`src/rtl/io_port_unit.sv`:
```
// Memory-mapped I/O buffer: a DEPTH-entry output FIFO toward the device and a
// one-entry input holding register toward the processor, with sticky error flags.
module io_port_unit #(
    parameter int DEPTH = 4,
    parameter int WIDTH = 16
) (
    input  logic             clock,
    input  logic             rst,
    input  logic             wr_en,
    input  logic [WIDTH-1:0] wr_data,
    output logic             full,
    output logic             out_valid,
    output logic [WIDTH-1:0] out_data,
    input  logic             out_ready,
    input  logic             in_valid,
    input  logic [WIDTH-1:0] in_data,
    output logic             in_ready,
    input  logic             rd_en,
    output logic [WIDTH-1:0] read_in,
    output logic             in_avail,
    output logic             overflow,
    output logic             underflow
);
    localparam int AW = $clog2(DEPTH);
    localparam logic [AW:0] FULL_COUNT = (AW + 1)'(DEPTH);

    logic [WIDTH-1:0] mem [DEPTH];
    logic [AW-1:0]    wr_ptr_q, rd_ptr_q;
    logic [AW:0]      count_q, count_d;
    logic [WIDTH-1:0] hold_q;
    logic             in_avail_q, overflow_q, underflow_q;
    logic             push, pop, capture, consume;

    assign full      = (count_q == FULL_COUNT);
    assign out_valid = (count_q != '0);
    assign out_data  = mem[rd_ptr_q];
    assign in_avail  = in_avail_q;
    assign in_ready  = ~in_avail_q;
    assign read_in   = in_avail_q ? hold_q : '0;
    assign overflow  = overflow_q;
    assign underflow = underflow_q;

    // A store while full is dropped even if the head pops in the same cycle.
    assign push    = wr_en & ~full;
    assign pop     = out_valid & out_ready;
    assign capture = in_valid & ~in_avail_q;
    assign consume = rd_en & in_avail_q;

    always_comb begin
        count_d = count_q;
        if (push && !pop) begin
            count_d = count_q + 1'b1;
        end else if (pop && !push) begin
            count_d = count_q - 1'b1;
        end
    end

    // Storage has no reset so it maps onto plain RAM; stale contents are
    // unreachable once the pointers and count are cleared.
    always_ff @(posedge clock) begin
        if (push) begin
            mem[wr_ptr_q] <= wr_data;
        end
    end

    always_ff @(posedge clock) begin
        if (rst) begin
            wr_ptr_q    <= '0;
            rd_ptr_q    <= '0;
            count_q     <= '0;
            in_avail_q  <= 1'b0;
            overflow_q  <= 1'b0;
            underflow_q <= 1'b0;
        end else begin
            count_q <= count_d;
            if (push) begin
                wr_ptr_q <= wr_ptr_q + 1'b1;
            end
            if (pop) begin
                rd_ptr_q <= rd_ptr_q + 1'b1;
            end
            if (wr_en && full) begin
                overflow_q <= 1'b1;
            end
            if (rd_en && !in_avail_q) begin
                underflow_q <= 1'b1;
            end
            if (capture) begin
                in_avail_q <= 1'b1;
            end else if (consume) begin
                in_avail_q <= 1'b0;
            end
        end
    end

    always_ff @(posedge clock) begin
        if (capture && !rst) begin
            hold_q <= in_data;
        end
    end
endmodule

```
`config.mk`:
```
export PLATFORM = sky130hd
export DESIGN_NAME = io_port_unit
export DESIGN_NICKNAME = d
export VERILOG_FILES = /design/src/rtl/io_port_unit.sv
export SDC_FILE = /design/constraint.sdc
export NUM_CORES = 1
export LEC_CHECK = 0
export CORE_MARGIN = 4
export CORE_UTILIZATION = 35
export DETAILED_ROUTE_END_ITERATION = 10
export PLACE_DENSITY = 0.69
export REMOVE_ABC_BUFFERS = 1
export SYNTH_ARGS = -nofsm -noshare
export SYNTH_HDL_FRONTEND = slang
export SYNTH_SLANG_ARGS = --single-unit
```
`constraint.sdc`:
```
create_clock -name clock -period 2.85 [get_ports clock]
set_input_delay 0.285 -clock clock [delete_from_list [all_inputs] [get_ports clock]]
set_output_delay 0.285 -clock clock [all_outputs]
set_load 0.02 [all_outputs]
```
==> results.toml <==
[timing]
fin_crit_ps = 2380
min_period_over_period = 0.833
drv_slew = 0
slew_headroom = 0.675
grt_setup_unrepaired = "no"
setup_violations = 0
hold_violations = 0
setup-tns-final_ps = 0
worst_slack_ps = 475
tightestPinTransition_ps = 487
whs_ps = 476
skew_ps = 10.2
fmax_ghz = 0.421

[worst_setup_path]
required_ps = 2570
reg2reg_slack_ps = 690
crit_fanout = 16
rr_worst_depth = 8
slowest_stage = "mux4_2"
worstReg2RegEnd = "count_q[2]$_SDFFE_PP0P_"
cp.depth = 3
critPathCapture = "out_data[0]"
cp.buffers_inverters = 2
r2r_start = "count_q[1]$_SDFFE_PP0P_"
arrival_ps = 2090
start_kind = "flop"
crit_path_cell_trace = "buf_4, mux4_2, clkdlybuf4s50_1"
worst_setup_path_end_kind = "output port"
cpPeakStageDelay_ps = 570
critPathKind = "flop to output port"
cp_top_family = "buffers and inverters"

[clock_network]
cts_resized = 0
cts.repair_timing.setup_buffer_count = 0
numCtsBuffers = 9
cts_max_path_buffers = 2
cts_tree = "yes"
cts.clk_slew.worst_paths_ps = 90
cts_htree_levels = 3
clkSinkCount = 92
cts_hold_buffers = 0
cts_root_buf = "clkbuf_8"
clk_latency_ps = 340

[synth]
synth.most_common_cell = "edfxtp_1"
yosys-top-cells-area = "edfxtp_1 (69%), mux4_2 (10%), dfxtp_1 (6.9%)"
synth_top_cells_by_count = "edfxtp_1 (80), and2_1 (20), mux4_2 (16)"
yosys_warnings = 0
seq_area_frac_synth = 0.758
syn_area_mm2 = 0.00349
yosys.area.top_type = "edfxtp_1"
synthAdderAreaFrac = 0.0237
postSynthAreaPerCell_um2 = 19.7
synth_top_family_by_area = "multiplexers"
synth_ff_type = "edfxtp_1"
synthSimpleGateAreaFrac = 0.0635
yosys_register_bits = 92
netlist_instances = 177
synth_cell_types = 23
synth_edf_count = 80
synth-compound-area-share = 0.0162
synthArstFlopShare = 0
synth_top_area_frac = 0.689
synth_xor_xnor_area_share = 0.0101
synth_mux_area_frac = 0.109

[global_route]
grt_max_degree = 20
track_usage = 0.111
grt_pass1_vias = 1924
grt_pass1_wl_mm = 9.58
antenna_found_initial = 0
grt_overflow = 0

[routing]
wire_per_inst_um = 15.3
routed_via_density = 4.46
highest_layer = "met4"
dr.pass1.iters = 4
dr_wl_met3_um = 581
drtIter0Drc = 36
antenna_left = 0
met2_length_mm = 2.88
num_vias = 1788
drcViolationCount = 0
routed_wirelength_mm = 6.14
wl_met1_mm = 2.62

[pwr]
clock_power_share = 0.231
power-per-cell-area_mw_per_mm2 = 764
swShare = 0.276
vdd_ir_drop_max_uv = 385
p_int_mw = 2.54
p_seq_frac = 0.478
share_comb_of_total_power = 0.290
report.power.total_mw = 3.50
leakagePower_nw = 1.53
switching_power_uw = 968

[placed_design]
dp_hpwl_mm = 4.05
gp_congestion = 0.703
portBuffers = 75
dp_slack_ps = 445
placed_area_mm2 = 0.00441

[finish]
diodes = 0
multi_input_area_um2 = 776
finalNetCount = 308
syn_to_final_growth_pct = 31.6
fillers = 889
layout-drive-gt1-share = 0.142
seq_area_mm2 = 0.00264
fin_area_mm2 = 0.00459

[job]
drv_cap = 0

[floorplan]
ioPinCount = 76
die_area_mm2 = 0.0116
die_height_um = 108
rows = 36
die_x_um = 108
core_mm2 = 0.00973
start_util = 0.358

[hold_path]
hold_path_class = "flop to flop"

[run_status]
status = "complete, no violations"
-- power groups by stage --
stage          Clock (mW)  Combinational [mW]  Sequential, mW
2_1_floorplan           0               0.541            1.75
3_3_place_gp            0                1.03            1.70
3_5_place_dp            0                1.04            1.71
4_1_cts             0.837                1.04            1.68
5_1_grt             0.905                1.10            1.69
6_report            0.810                1.02            1.68
-- worst reg2reg max path, delay by kind of cell, from the launching register on --
| kind | cells | cell delay [ps] |
|---|---|---|
| and+or+nand+nor | 3 | 620 |
| adders and majority gates | 2 | 600 |
| DFF | 1 | 520 |
| xor gates and xnor gates | 1 | 150 |
| AOI/OAI and AO/OA | 1 | 130 |
| buffers and inverters | 1 | 60 |
-- kinds of logic after synthesis --
group	count (synthesis)
muxes	18
buffers and inverters	11
DFF	92
xor gates and xnor gates	4
and+or+nand+nor	37
adders and majority gates	6
AOI/OAI and AO/OA	9
-- registers in the layout, indices dropped and copies added, names as in the netlist, named ones only --
register   cells
count_q        3
hold_q        16
in_avail       1
mem           64
overflow       1
rd_ptr_q       2
underflow      1
wr_ptr_q       2
-- area by class of cell --
type,instances,area share
clock buffer,10,0.0278
clock inverter,5,0.0117
inverter,5,0.00409
multi-input combinational,74,0.169
sequential,92,0.576
tap,133,0.0363
timing repair buffer,82,0.175
-- metal layers --
layer,track usage,vias to the layer above
li1,-,849
met1,0.138,868
met2,0.171,65
met3,0.0450,6
met4,0.0460,0
met5,0,-
-- metrics by stage --
| step | cells | utilization |
|---|---|---|
| global route | 401 | 0.472 |
| finish | 401 | 0.472 |
| global placement | 386 | 0.453 |
| CTS | 401 | 0.472 |
| detailed placement | 386 | 0.453 |
| floorplan | 171 | - |
-- cells in the final DEF (no fill, tap or decap), drive strengths merged --
| cell type | count |
|---|---|
| clkinvlp | 1 |
| fa | 1 |
| inv | 5 |
| nand2 | 1 |
| dfxtp | 12 |
| clkdlybuf4s50 | 75 |
| o21ai | 2 |
| ha | 5 |
| o31ai | 1 |
| xor2 | 4 |
| o311ai | 1 |
| mux4 | 16 |
| bufinv | 1 |
| buf | 7 |
| or3 | 3 |
| edfxtp | 80 |
| mux2i | 2 |
| a21oi | 5 |
| nor2 | 9 |
| nor3b | 1 |
| clkinv | 3 |
| nand2b | 3 |
| and2 | 20 |
| clkbuf | 10 |
-- how the worst min path moves through the flow --
stage                                 from  cells after the start  slack, ps                      end
floorplan                              rst                      1        350  count_q[2]$_SDFFE_PP0P_
global placement    underflow$_SDFFE_PP0P_                      2        450   underflow$_SDFFE_PP0P_
detailed placement   overflow$_SDFFE_PP0P_                      2        460    overflow$_SDFFE_PP0P_
CTS                            in_data[10]                      1        470     hold_q[10]$_DFFE_PP_
global route                   in_data[10]                      1        470     hold_q[10]$_DFFE_PP_
finish               overflow$_SDFFE_PP0P_                      2        480    overflow$_SDFFE_PP0P_
No activity file was read; power rests on OpenSTA's default activity.
